[config.mk]
export PLATFORM = sky130hd
export DESIGN_NAME = crd_pool_scheduler
export DESIGN_NICKNAME = d
export VERILOG_FILES = /design/src/rtl/crd_pool_scheduler.sv
export SDC_FILE = /design/constraint.sdc
export NUM_CORES = 1
export LEC_CHECK = 0
export ABC_CLOCK_PERIOD_IN_PS = 6430
export CELL_PAD_IN_SITES_DETAIL_PLACEMENT = 0
export CELL_PAD_IN_SITES_GLOBAL_PLACEMENT = 1
export CORE_ASPECT_RATIO = 0.8
export CORE_MARGIN = 3
export CORE_UTILIZATION = 38
export CTS_CLUSTER_SIZE = 12
export DETAILED_ROUTE_END_ITERATION = 10
export HOLD_SLACK_MARGIN = 0.05
export PLACE_DENSITY_LB_ADDON = 0.3
export REMOVE_ABC_BUFFERS = 1
export SLEW_MARGIN = 20
export SYNTH_ARGS = -nofsm -noshare
export SYNTH_HDL_FRONTEND = slang
export SYNTH_SLANG_ARGS = --single-unit
[constraint.sdc]
create_clock -name i_clk -period 6.43 [get_ports i_clk]
set_clock_uncertainty 0.05 [all_clocks]
set_input_delay 0.643 -clock i_clk [delete_from_list [all_inputs] [get_ports i_clk]]
set_output_delay 0.643 -clock i_clk [all_outputs]
set_load 0.05 [all_outputs]
[src/rtl/crd_pool_scheduler.sv]
// crd_pool_scheduler: shared link-layer credit pool with round-robin grants to NUM_REQ consumers.
// Optional macro CRD_RESERVE_EN holds RESERVE_CRD credits back for requester 0.
module crd_pool_scheduler #(
    parameter int NUM_REQ     = 4,
    parameter int CRD_WIDTH   = 7,
    parameter int COST_WIDTH  = 3,
    parameter int RESERVE_CRD = 8
) (
    input  logic                          i_clk,
    input  logic                          i_rst,
    input  logic                          i_init_vld,
    input  logic [CRD_WIDTH-1:0]          i_init_val,
    input  logic                          i_hold,
    input  logic [NUM_REQ-1:0]            i_req,
    input  logic [NUM_REQ*COST_WIDTH-1:0] i_req_cost,
    input  logic                          i_ret_en,
    input  logic [CRD_WIDTH-1:0]          i_ret_val,
    output logic [NUM_REQ-1:0]            o_gnt,
    output logic [$clog2(NUM_REQ)-1:0]    o_gnt_id,
    output logic [CRD_WIDTH-1:0]          o_credits,
    output logic                          o_empty,
    output logic                          o_ret_ovf,
    output logic                          o_active
);

    localparam int ID_W = $clog2(NUM_REQ);
    localparam logic [ID_W:0] NUM_REQ_W = (ID_W+1)'(NUM_REQ);

    typedef enum logic [1:0] {
        ST_WAIT_INIT = 2'd0,
        ST_ACTIVE    = 2'd1,
        ST_HOLD      = 2'd2
    } state_e;

    state_e                 state_r;
    state_e                 state_nxt_s;
    logic [CRD_WIDTH-1:0]   pool_r;
    logic [CRD_WIDTH-1:0]   pool_nxt_s;
    logic [ID_W-1:0]        rr_ptr_r;
    logic [NUM_REQ-1:0]     gnt_r;
    logic [ID_W-1:0]        gnt_id_r;
    logic                   ret_ovf_r;

    logic                   fsm_active_s;
    logic                   gnt_allow_s;
    logic                   ret_allow_s;
    logic [CRD_WIDTH-1:0]   cost_ext_s [NUM_REQ];
    logic [NUM_REQ-1:0]     rsv_ok_s;
    logic [NUM_REQ-1:0]     elig_s;
    logic                   win_found_s;
    logic [ID_W-1:0]        win_id_s;
    logic                   gnt_go_s;
    logic [CRD_WIDTH-1:0]   ret_add_s;
    logic [CRD_WIDTH:0]     sum_wide_s;
    logic [CRD_WIDTH-1:0]   sum_s;
    logic                   ovf_set_s;

    // Modular index add used for the rotating search and the pointer advance.
    function automatic logic [ID_W-1:0] wrap_idx(input logic [ID_W-1:0] base,
                                                 input logic [ID_W-1:0] off);
        logic [ID_W:0] sum;
        sum = {1'b0, base} + {1'b0, off};
        if (sum >= NUM_REQ_W) begin
            sum = sum - NUM_REQ_W;
        end else begin
            sum = sum;
        end
        return sum[ID_W-1:0];
    endfunction

    // FSM state register.
    always_ff @(posedge i_clk) begin
        if (i_rst) begin
            state_r <= ST_WAIT_INIT;
        end else begin
            state_r <= state_nxt_s;
        end
    end

    // FSM next-state logic; a pool reload freezes ACTIVE/HOLD.
    always_comb begin
        state_nxt_s = state_r;
        case (state_r)
            ST_WAIT_INIT: begin
                if (i_init_vld) state_nxt_s = ST_ACTIVE;
                else            state_nxt_s = ST_WAIT_INIT;
            end
            ST_ACTIVE: begin
                if (i_hold && !i_init_vld) state_nxt_s = ST_HOLD;
                else                       state_nxt_s = ST_ACTIVE;
            end
            ST_HOLD: begin
                if (!i_hold && !i_init_vld) state_nxt_s = ST_ACTIVE;
                else                        state_nxt_s = ST_HOLD;
            end
            default: state_nxt_s = ST_WAIT_INIT;
        endcase
    end

    // FSM outputs: which state may grant and which may absorb returns.
    always_comb begin
        fsm_active_s = 1'b0;
        gnt_allow_s  = 1'b0;
        ret_allow_s  = 1'b0;
        case (state_r)
            ST_ACTIVE: begin
                fsm_active_s = 1'b1;
                gnt_allow_s  = !i_hold && !i_init_vld;
                ret_allow_s  = !i_init_vld;
            end
            ST_HOLD: begin
                ret_allow_s  = !i_init_vld;
            end
            default: begin
                fsm_active_s = 1'b0;
            end
        endcase
    end

    // Unpack per-requester costs, widened to the pool width.
    always_comb begin
        for (int k = 0; k < NUM_REQ; k++) begin
            cost_ext_s[k] = CRD_WIDTH'(i_req_cost[k*COST_WIDTH +: COST_WIDTH]);
        end
    end

`ifdef CRD_RESERVE_EN
    // Requester 0 may drain the pool; the others must leave RESERVE_CRD behind.
    always_comb begin
        rsv_ok_s = '0;
        for (int k = 0; k < NUM_REQ; k++) begin
            if (k == 0) begin
                rsv_ok_s[k] = 1'b1;
            end else if ((cost_ext_s[k] <= pool_r) &&
                         ((pool_r - cost_ext_s[k]) >= CRD_WIDTH'(RESERVE_CRD))) begin
                rsv_ok_s[k] = 1'b1;
            end else begin
                rsv_ok_s[k] = 1'b0;
            end
        end
    end
`else
    logic [31:0] unused_reserve_s;
    assign unused_reserve_s = 32'(RESERVE_CRD);
    assign rsv_ok_s         = '1;
`endif

    // Eligibility from the registered pool; the requester whose grant is visible is masked.
    always_comb begin
        elig_s = '0;
        for (int k = 0; k < NUM_REQ; k++) begin
            if (i_req[k] && !gnt_r[k] && rsv_ok_s[k] &&
                (cost_ext_s[k] != '0) && (cost_ext_s[k] <= pool_r)) begin
                elig_s[k] = 1'b1;
            end else begin
                elig_s[k] = 1'b0;
            end
        end
    end

    // Rotating search for the first eligible requester at or after the rr pointer.
    always_comb begin
        win_found_s = 1'b0;
        win_id_s    = '0;
        for (int i = 0; i < NUM_REQ; i++) begin
            if (!win_found_s && elig_s[wrap_idx(rr_ptr_r, ID_W'(i))]) begin
                win_found_s = 1'b1;
                win_id_s    = wrap_idx(rr_ptr_r, ID_W'(i));
            end else begin
                win_found_s = win_found_s;
            end
        end
    end

    assign gnt_go_s = gnt_allow_s && win_found_s;

    // Pool update: saturating return first, then the winner's cost.
    always_comb begin
        ret_add_s  = i_ret_en ? i_ret_val : '0;
        sum_wide_s = {1'b0, pool_r} + {1'b0, ret_add_s};
        sum_s      = sum_wide_s[CRD_WIDTH] ? {CRD_WIDTH{1'b1}} : sum_wide_s[CRD_WIDTH-1:0];
        ovf_set_s  = ret_allow_s && sum_wide_s[CRD_WIDTH];
        if (i_init_vld) begin
            pool_nxt_s = i_init_val;
        end else if (ret_allow_s) begin
            pool_nxt_s = sum_s - (gnt_go_s ? cost_ext_s[win_id_s] : '0);
        end else begin
            pool_nxt_s = pool_r;
        end
    end

    // Datapath registers: pool, overflow flag, grant outputs and rr pointer.
    always_ff @(posedge i_clk) begin
        if (i_rst) begin
            pool_r    <= '0;
            ret_ovf_r <= 1'b0;
            gnt_r     <= '0;
            gnt_id_r  <= '0;
            rr_ptr_r  <= '0;
        end else begin
            pool_r    <= pool_nxt_s;
            ret_ovf_r <= ret_ovf_r | ovf_set_s;
            if (gnt_go_s) begin
                gnt_r    <= NUM_REQ'(1) << win_id_s;
                gnt_id_r <= win_id_s;
                rr_ptr_r <= wrap_idx(win_id_s, ID_W'(1));
            end else begin
                gnt_r    <= '0;
                gnt_id_r <= gnt_id_r;
                rr_ptr_r <= rr_ptr_r;
            end
        end
    end

    assign o_gnt     = gnt_r;
    assign o_gnt_id  = gnt_id_r;
    assign o_credits = pool_r;
    assign o_empty   = (pool_r == '0);
    assign o_ret_ovf = ret_ovf_r;
    assign o_active  = fsm_active_s;

endmodule

==> results of run 1 <==
-- worst paths after layout --
check	to	slack, ns
worst max register to register	o_credits[6]	2.15
worst min register to register	o_gnt_id[0]	0.42
worst min-delay path	o_gnt_id[0]	0.42
worst max-delay path	o_credits[6]	1.80
-- power breakdown --
| part | leakage [nW] | switching (mW) | internal, mW |
|---|---|---|---|
| clock network | 0.0288 | 0.0383 | 0.0543 |
| registers | 0.147 | 0.00883 | 0.117 |
| logic | 0.830 | 0.110 | 0.0924 |
-- logic make-up (layout without fill, tap and decap cells) --
kind of cell               Yosys count  after routing  share of synthesized area
AOI/OAI and AO/OA                   64             64                      0.244
and+or+nand+nor                     83             83                      0.240
xor gates and xnor gates             5              5                     0.0237
DFF                                 18             18                      0.195
muxes                                8              8                     0.0433
buffers and inverters               26             75                     0.0569
adders and majority gates           28             28                      0.198
-- metrics by stage --
step	instance area, µm²	hold slack [ns]
final	2450	0.422
after global routing	2450	0.447
after CTS	2450	0.427
after detailed placement	2400	0.414
after global placement	2400	0.417
after floorplan	1820	0.453
-- state kept, by name (all words and copies together), names as in the netlist --
register	count
o_credits	7
o_gnt	4
o_gnt_id	2
o_ret_ovf	1
rr_ptr_r	2
state_r	2
-- synth_stat cells, drive strengths merged (2+ instances only) --
cell	n	area share
nor3b	2	0.0081
nor4	2	0.0068
or3	2	0.0068
a22oi	2	0.014
a211o	3	0.014
nand3	4	0.014
a21oi	16	0.043
xnor2	5	0.024
nor3	6	0.016
nand3b	3	0.012
a21o	6	0.024
clkbuf	4	0.0081
or2	2	0.0068
nor2	25	0.051
nor2b	3	0.010
o21ai	11	0.032
dfxtp	18	0.19
a211oi	9	0.039
o211ai	2	0.0081
and2	8	0.028
nand2	15	0.030
fa	2	0.022
ha	26	0.18
o22a	2	0.0095
nand4	2	0.0068
mux2i	8	0.043
inv	21	0.043
and3	3	0.010
o221ai	3	0.014
-- cell type report --
type / instances / area, µm²
flip-flops and latches: 18 / 360
clock buffers: 4 / 55.1
multi-input cells: 188 / 1380
well taps: 60 / 75.1
repair buffers: 50 / 500
inverters: 21 / 78.8
fillers: 448 / 2200
-- routing by layer --
| metal | share of wire | vias to the layer above | global-route usage |
|---|---|---|---|
| met2 | 0.40 | 64 | 0.267 |
| met3 | 0.068 | 0 | 0.0313 |
| li1 | - | 945 | - |
| met5 | 0 | - | 0 |
| met4 | 0 | 0 | 0.0301 |
| met1 | 0.53 | 782 | 0.273 |
-- critical path, delay by kind of cell --
family | cells | cell delay [ns]
compound gates | 9 | 1.95
mux | 1 | 0.16
simple gates | 2 | 0.35
fa+ha+maj | 3 | 0.84
xor+xnor | 1 | 0.16
buf+inv | 3 | 0.66
==> flow_summary.json, run 1 <==
{
  "grt_pass1_wl_um": 8270,
  "cts_tree": "done",
  "worstSetupPathType": "input port to register",
  "min-delay-start": "o_gnt_id[0]",
  "relSlewSlack": 0.567,
  "drive_above_1_share": 0.0498,
  "fin_nets": 345,
  "synth.distinct_cells": 52,
  "numCtsBuffers": 3,
  "grt_max_degree": 17,
  "dieArea_um2": 5740,
  "setup_ws_ns": 1.80,
  "holdBufCountCts": 0,
  "worst_pin_slew_ns": 0.650,
  "r2r_cells": 18,
  "crit_slowest_cell": "a22oi_2",
  "cts.sinks": 18,
  "path_clk_slew_ns": 0.08,
  "grt_antenna_before_repair": 0,
  "r2r-start": "o_credits[1]",
  "vias_per_cell": 5.25,
  "die_w_um": 84.0,
  "cts_setup_buffers": 0,
  "final_max_slew_viol_count": 0,
  "io_pins": 51,
  "synth_ff_type": "dfxtp_1",
  "rsz0062_at_grt": "false",
  "grtUsageTotal": 0.180,
  "max_cap_viol_count": 0,
  "post-route-period-util": 0.720,
  "synth_area_um2": 1850,
  "leakage_nw": 1.01,
  "hold_depth": 2,
  "clockBufferDepth": 2,
  "powerDensity_nw_per_um2": 172,
  "portBuffers": 50,
  "setup_viol": 0,
  "cp-end-kind": "register",
  "synth.yosys.warnings": 0,
  "finalHoldViolCount": 0,
  "cp-startpoint": "i_req_cost[0]",
  "finalSetupTns_ns": 0,
  "async_flop_share": 0,
  "rows": 22,
  "status": "finished clean",
  "hp-class": "register to register",
  "wirelength_um": 4940,
  "min_period_ns": 4.63,
  "clk_latency_ns": 0.25,
  "ys_seq_elements": 18,
  "most-common-layout-cells": "clkdlybuf4s50_1 (50), ha_1 (26), nor2_1 (25), inv_1 (21), dfxtp_1 (18)",
  "fin_cells": 341,
  "n_antenna_cell": 0,
  "antenna_left": 0,
  "grt_pass1_vias": 1686,
  "final_common_cell": "clkdlybuf4s50_1",
  "drtIter0Drc": 86,
  "cts-root-buf": "clkbuf_8",
  "coreArea_um2": 4650,
  "cp-start-kind": "input port",
  "wire_per_inst_um": 14.5,
  "dr.pass1.iters": 4,
  "drc_errors": 0,
  "syn_area_per_cell_um2": 7.97,
  "hpwlAfterDp_um": 3990,
  "cts_resized": 0,
  "worst-path-max-fanout": 10,
  "cts_max_level": 1,
  "vias": 1791,
  "die_y_um": 68.4,
  "gp_congestion": 0.810,
  "ir_drop_v": 0.000111,
  "slowest_delay_ns": 0.57,
  "crit_chain": "clkdlybuf4s50_1, inv_1, ha_1, and4b_2, a211o_1, nand2_1, o21ai_2, a22oi_2, mux2i_1, o22ai_1, ha_1, inv_1, fa_1, a21oi_1, o21ai_0, a221oi_1, xnor2_1, o221ai_1, a21oi_1",
  "utilization": 0.527,
  "dp_worst_setup_slack_ns": 1.54,
  "power_mw": 0.421,
  "placed_cells_incl_taps": 337,
  "fmax_mhz": 216,
  "initial_core_util": 0.397,
  "syn2layout_area_growth_pct": 32.7,
  "synth_edf_count": 0,
  "ys_seq_area_frac": 0.195,
  "syn_inst": 232,
  "grt_overflow": 0,
  "worstPathRequired_ns": 6.56,
  "worstPathArrival_ns": 4.76
}
No activity file was read; power rests on OpenSTA's default activity.
==> run 2, diff against run 1 <==
--- a/config.mk
+++ b/config.mk
@@ -5,12 +5,12 @@
 export SDC_FILE = /design/constraint.sdc
 export NUM_CORES = 1
 export LEC_CHECK = 0
-export ABC_CLOCK_PERIOD_IN_PS = 6430
+export ABC_CLOCK_PERIOD_IN_PS = 3700
 export CELL_PAD_IN_SITES_DETAIL_PLACEMENT = 0
 export CELL_PAD_IN_SITES_GLOBAL_PLACEMENT = 1
 export CORE_ASPECT_RATIO = 0.8
 export CORE_MARGIN = 3
-export CORE_UTILIZATION = 38
+export CORE_UTILIZATION = 32
 export CTS_CLUSTER_SIZE = 12
 export DETAILED_ROUTE_END_ITERATION = 10
 export HOLD_SLACK_MARGIN = 0.05
==> constraint.sdc (replaced) <==
create_clock -name i_clk -period 3.7 [get_ports i_clk]
set_clock_uncertainty 0.05 [all_clocks]
set_input_delay 0.37 -clock i_clk [delete_from_list [all_inputs] [get_ports i_clk]]
set_output_delay 0.37 -clock i_clk [all_outputs]
set_load 0.05 [all_outputs]
==> run 2 against run 1 <==
The run now ends with negative setup slack left; global-route usage shrank 0.53 points; power grew 98%; combinational power grew 140%; non-clock buffer count grew 58; critical path depth is the same; critical endpoint unchanged; sequential cell count is the same; clock-buffer cell count shrank 1; cell area grew 24%; core utilization grew 2.3 points; via count grew 14%; worst hold slack lost 0.013 ns; sequential power grew 70%.
==> flow_summary.json, run 2 (synthesis results as in run 1) <==
{
  "portBuffers": 50,
  "cp-end-kind": "register",
  "violations": "negative setup slack",
  "clockPowerShare": 0.164,
  "utilization": 0.550,
  "whs_ns": 0.409,
  "grt_overflow": 0,
  "p_seq_frac": 0.256,
  "io_pins": 51,
  "grt_max_degree": 17,
  "clockBufferDepth": 2,
  "path_clk_slew_ns": 0.07,
  "relSlewSlack": 0.586,
  "cts-root-buf": "clkbuf_8",
  "p_switching_mw": 0.310,
  "setup_ws_ns": -0.157,
  "die_y_um": 74.0,
  "fin_nets": 403,
  "finalHoldViolCount": 0,
  "largest_reg_flops": 7,
  "hp-class": "register to register",
  "swShare": 0.372,
  "hpwlAfterDp_um": 4580,
  "wirelength_um": 5910,
  "cp-start-kind": "register",
  "worstPathArrival_ns": 3.98,
  "fmax_mhz": 259,
  "final_max_slew_viol_count": 0,
  "final_common_cell": "buf_4",
  "leakage_nw": 1.33,
  "grt_pass1_wl_um": 9560,
  "die_w_um": 91.0,
  "worstSetupPathType": "register to register",
  "ir_drop_v": 0.000128,
  "status": "finished, violations left",
  "internal_power_mw": 0.525,
  "dr.pass1.iters": 4,
  "worst_pin_slew_ns": 0.618,
  "design_area_um2": 3040,
  "gp_congestion": 0.883,
  "grt_antenna_before_repair": 0,
  "grt_pass1_vias": 1983,
  "clk_latency_ns": 0.25,
  "worst-path-max-fanout": 4,
  "rows": 24,
  "initial_core_util": 0.334,
  "drtIter0Drc": 65,
  "grtUsageTotal": 0.174,
  "rsz0062_at_grt": "true",
  "cts_max_level": 1,
  "post-route-period-util": 1.04,
  "dieArea_um2": 6730,
  "drc_errors": 0,
  "min_period_ns": 3.86,
  "holdBufCountCts": 0,
  "finalSetupTns_ns": -0.192,
  "antenna_left": 0,
  "nFillCells": 549,
  "comb_power_share": 0.580,
  "placedInstanceArea_um2": 2780,
  "cts_tree": "done",
  "cts.sinks": 18,
  "powerDensity_nw_per_um2": 275,
  "multiInputGateArea_um2": 1520,
  "numCtsBuffers": 3,
  "n_antenna_cell": 0,
  "coreArea_um2": 5530,
  "vias": 2033,
  "most-common-layout-cells": "buf_4 (57), clkdlybuf4s50_1 (40), nor2_1 (24), ha_1 (20), inv_1 (18)",
  "power_mw": 0.835,
  "setup_viol": 4,
  "wire_per_inst_um": 14.2,
  "syn2layout_area_growth_pct": 64.5,
  "max_cap_viol_count": 0,
  "vias_per_cell": 4.89,
  "worstPathRequired_ns": 3.82,
  "drive_above_1_share": 0.290,
  "seq_area_um2": 364
}
-- run 2: changes by cell type in the layout (fill, tap and decap cells not counted), sizes merged --
cell           change
dlygate4sd2        +7
clkbuf             -1
buf               +58
dlymetal6s2s       +3
clkdlybuf4s50     -10
-- run 2: power groups by stage --
stage	Clock [mW]	Combinational, mW	Sequential [mW]
global placement	0	0.420	0.216
global route	0.149	0.527	0.215
CTS	0.141	0.459	0.213
detailed placement	0	0.423	0.217
floorplan	0	0.213	0.245
finish	0.137	0.484	0.214
-- run 2: area by class of cell --
type / count / share of cell area
clock buffers: 3 / 0.0136
inverters: 21 / 0.0276
multi-input cells: 188 / 0.498
flip-flops and latches: 18 / 0.120
well taps: 78 / 0.0321
repair buffers: 108 / 0.309
-- run 2: through the flow --
step | instances | worst slack (ns)
detailed placement | 403 | -0.617
global route | 416 | -0.370
finish | 416 | -0.157
floorplan | 227 | -0.514
CTS | 412 | -0.0897
global placement | 403 | -0.504
-- run 2: worst max-delay path, cell delays in order (launching register included) --
cell and delay [ns]:
dfxtp_2 0.35, inv_4 0.06, ha_4 0.28, and3_4 0.17, a211oi_2 0.04, or4b_4 0.51, o211ai_1 0.22, a22oi_2 0.10
buf_4 0.16, mux2i_1 0.13, o22ai_2 0.19, ha_2 0.20, inv_2 0.05, fa_2 0.39, a21oi_2 0.15, o21ai_2 0.08
a221oi_2 0.21, xnor2_1 0.16, o221ai_1 0.13, a21oi_1 0.15
-- run 2: final timing paths --
| kind | depth (start not counted) | endpoint | start | slack (ns) |
|---|---|---|---|---|
| max | 19 | o_credits[6] | o_credits[2] | -0.16 |
| min | 2 | o_gnt_id[0] | o_gnt_id[0] | 0.41 |
| max reg2reg | 19 | o_credits[6] | o_credits[2] | -0.16 |
| min reg2reg | 2 | o_gnt_id[0] | o_gnt_id[0] | 0.41 |
-- run 2: routing by layer --
layer / vias to the layer above / global-route usage / part of all wire
met5: - / 0 / 0
met4: 0 / 0.0184 / 0.0042
met3: 2 / 0.0374 / 0.046
met2: 53 / 0.297 / 0.45
met1: 912 / 0.238 / 0.50
li1: 1066 / - / -
-- run 2: repair_timing --
item / 4_1_cts / 5_1_grt
buffers inserted: 6 / 4
gates resized for setup: 27 / 15
pin swaps: 22 / 24
setup endpoints to repair: 5 / 6
cloned: 0 / 0
==> run 3, diff against run 2 <==
--- a/config.mk
+++ b/config.mk
@@ -10,10 +10,9 @@
 export CELL_PAD_IN_SITES_GLOBAL_PLACEMENT = 1
 export CORE_ASPECT_RATIO = 0.8
 export CORE_MARGIN = 3
-export CORE_UTILIZATION = 32
+export CORE_UTILIZATION = 27
 export CTS_CLUSTER_SIZE = 12
 export DETAILED_ROUTE_END_ITERATION = 10
-export HOLD_SLACK_MARGIN = 0.05
 export PLACE_DENSITY_LB_ADDON = 0.3
 export REMOVE_ABC_BUFFERS = 1
 export SLEW_MARGIN = 20
==> run 3 against run 2 <==
The flow still finishes with violations (negative setup slack); combinational power increased by 4%; sequential cell count unchanged; via count increased by 3.8%; cell area increased by 3.3%; first-iteration DRC count increased by 18%; global-route usage decreased by 2.2 points; register-to-register slack improved by 0.04 ns; fmax increased by 0.94%; non-clock buffer count increased by 9; sequential share of layout area decreased by 0.30 points; worst setup slack improved by 0.036 ns; die area increased by 17%.
==> flow_summary.json, run 3 (synthesis results as in run 1) <==
{
  "p_switching_mw": 0.319,
  "clockPowerShare": 0.185,
  "post-route-period-util": 1.03,
  "wirelength_um": 6080,
  "rsz0062_at_grt": "true",
  "p_seq_frac": 0.243,
  "grt_antenna_before_repair": 0,
  "portBuffers": 50,
  "nFillCells": 659,
  "max_cap_viol_count": 0,
  "hp-class": "register to register",
  "grt_pass1_wl_um": 9860,
  "worst_pin_slew_ns": 0.643,
  "r2r_slack_ns": -0.12,
  "grt_max_degree": 17,
  "clockBufferDepth": 2,
  "coreArea_um2": 6510,
  "die_y_um": 80.0,
  "most-common-layout-cells": "buf_4 (67), clkdlybuf4s50_1 (41), nor2_1 (25), ha_1 (19), inv_1 (18)",
  "antenna_left": 0,
  "cp-start-kind": "register",
  "cts_tree": "done",
  "syn2layout_area_growth_pct": 69.9,
  "cts_max_level": 1,
  "fmax_mhz": 262,
  "worst-path-max-fanout": 5,
  "numCtsBuffers": 3,
  "worstSetupPathType": "register to register",
  "hpwlAfterDp_um": 4710,
  "drtIter0Drc": 77,
  "n_antenna_cell": 0,
  "largest_reg_flops": 7,
  "clk_latency_ns": 0.25,
  "grt_overflow": 0,
  "drc_errors": 0,
  "leakage_nw": 1.38,
  "powerDensity_nw_per_um2": 280,
  "relSlewSlack": 0.570,
  "grt_pass1_vias": 2114,
  "initial_core_util": 0.284,
  "violations": "negative setup slack",
  "finalHoldViolCount": 0,
  "r2r_cells": 18,
  "comb_power_share": 0.572,
  "final_max_slew_viol_count": 0,
  "vias_per_cell": 4.89,
  "utilization": 0.483,
  "hold_depth": 2,
  "worstPathArrival_ns": 3.94,
  "wire_per_inst_um": 14.1,
  "rows": 26,
  "grtUsageTotal": 0.153,
  "die_w_um": 98.5,
  "path_clk_slew_ns": 0.07,
  "dr.pass1.iters": 4,
  "cp-end-kind": "register",
  "internal_power_mw": 0.559,
  "gp_congestion": 0.782,
  "drive_above_1_share": 0.313,
  "worstPathRequired_ns": 3.82,
  "status": "finished, violations left",
  "io_pins": 51,
  "cts-root-buf": "clkbuf_8",
  "swShare": 0.363,
  "finalSetupTns_ns": -0.179,
  "dieArea_um2": 7880,
  "setup_ws_ns": -0.121,
  "vias": 2111,
  "min_period_ns": 3.82,
  "fin_nets": 412,
  "final_common_cell": "buf_4",
  "ir_drop_v": 0.000179,
  "setup_viol": 3,
  "cts.sinks": 18
}
[run 3: layout make-up]
cell class	count	area [µm²]	share of cell area
sequential	18	367	0.117
clock buffer	4	55.1	0.0175
multi-input combinational	188	1530	0.486
inverter	21	83.8	0.0267
tap	84	105	0.0335
timing repair buffer	117	1000	0.320
[run 3: metal layers]
layer	track usage	up-vias	wire, µm
met5	0	-	0
met4	0.0246	0	67
met3	0.0314	7	384
met2	0.256	62	2670
met1	0.206	964	2950
li1	-	1078	-
[run 3: power groups by stage]
stage               clock network (mW)  registers, mW  logic, mW
finish                           0.163          0.214      0.502
global route                     0.178          0.215      0.550
CTS                              0.170          0.213      0.475
detailed placement                   0          0.216      0.434
global placement                     0          0.216      0.436
floorplan                            0          0.245      0.213
[run 3: worst paths after layout]
check	start	end
min	o_gnt_id[0]	o_gnt_id[0]
min reg2reg	o_gnt_id[0]	o_gnt_id[0]
max reg2reg	o_credits[2]	o_credits[6]
max	o_credits[2]	o_credits[6]
[run 3: through the flow]
stage / worst slack (ns) / power (mW) / instances / hold slack, ns / cell area (µm²)
after global placement: -0.588 / 0.652 / 415 / 0.403 / 2830
after floorplan: -0.514 / 0.459 / 227 / 0.389 / 1820
after CTS: -0.0628 / 0.858 / 427 / 0.423 / 3020
after detailed placement: -0.659 / 0.650 / 415 / 0.412 / 2830
final: -0.121 / 0.879 / 432 / 0.415 / 3140
after global routing: -0.271 / 0.943 / 432 / 0.455 / 3140
[run 3: what timing repair did]
action | 4_1_cts | 5_1_grt
hold buffers | 0 | 0
resized for setup | 25 | 17
setup endpoints to repair | 5 | 6
setup buffers | 8 | 5
pin swaps | 18 | 16
[run 3: worst max-delay path, cell delays in order, from the launching register on]
cell and delay [ns]:
dfxtp_4 0.38, inv_6 0.06, ha_4 0.27, and3_4 0.18, a211oi_2 0.04, or4b_4 0.53
o211ai_1 0.21, a22oi_2 0.13, buf_4 0.16, mux2i_2 0.15, o22a_1 0.21, buf_4 0.14
fa_2 0.35, a21oi_2 0.15, o21ai_2 0.08, a221oi_2 0.23, xnor2_1 0.16, o221ai_1 0.11
a21oi_1 0.15
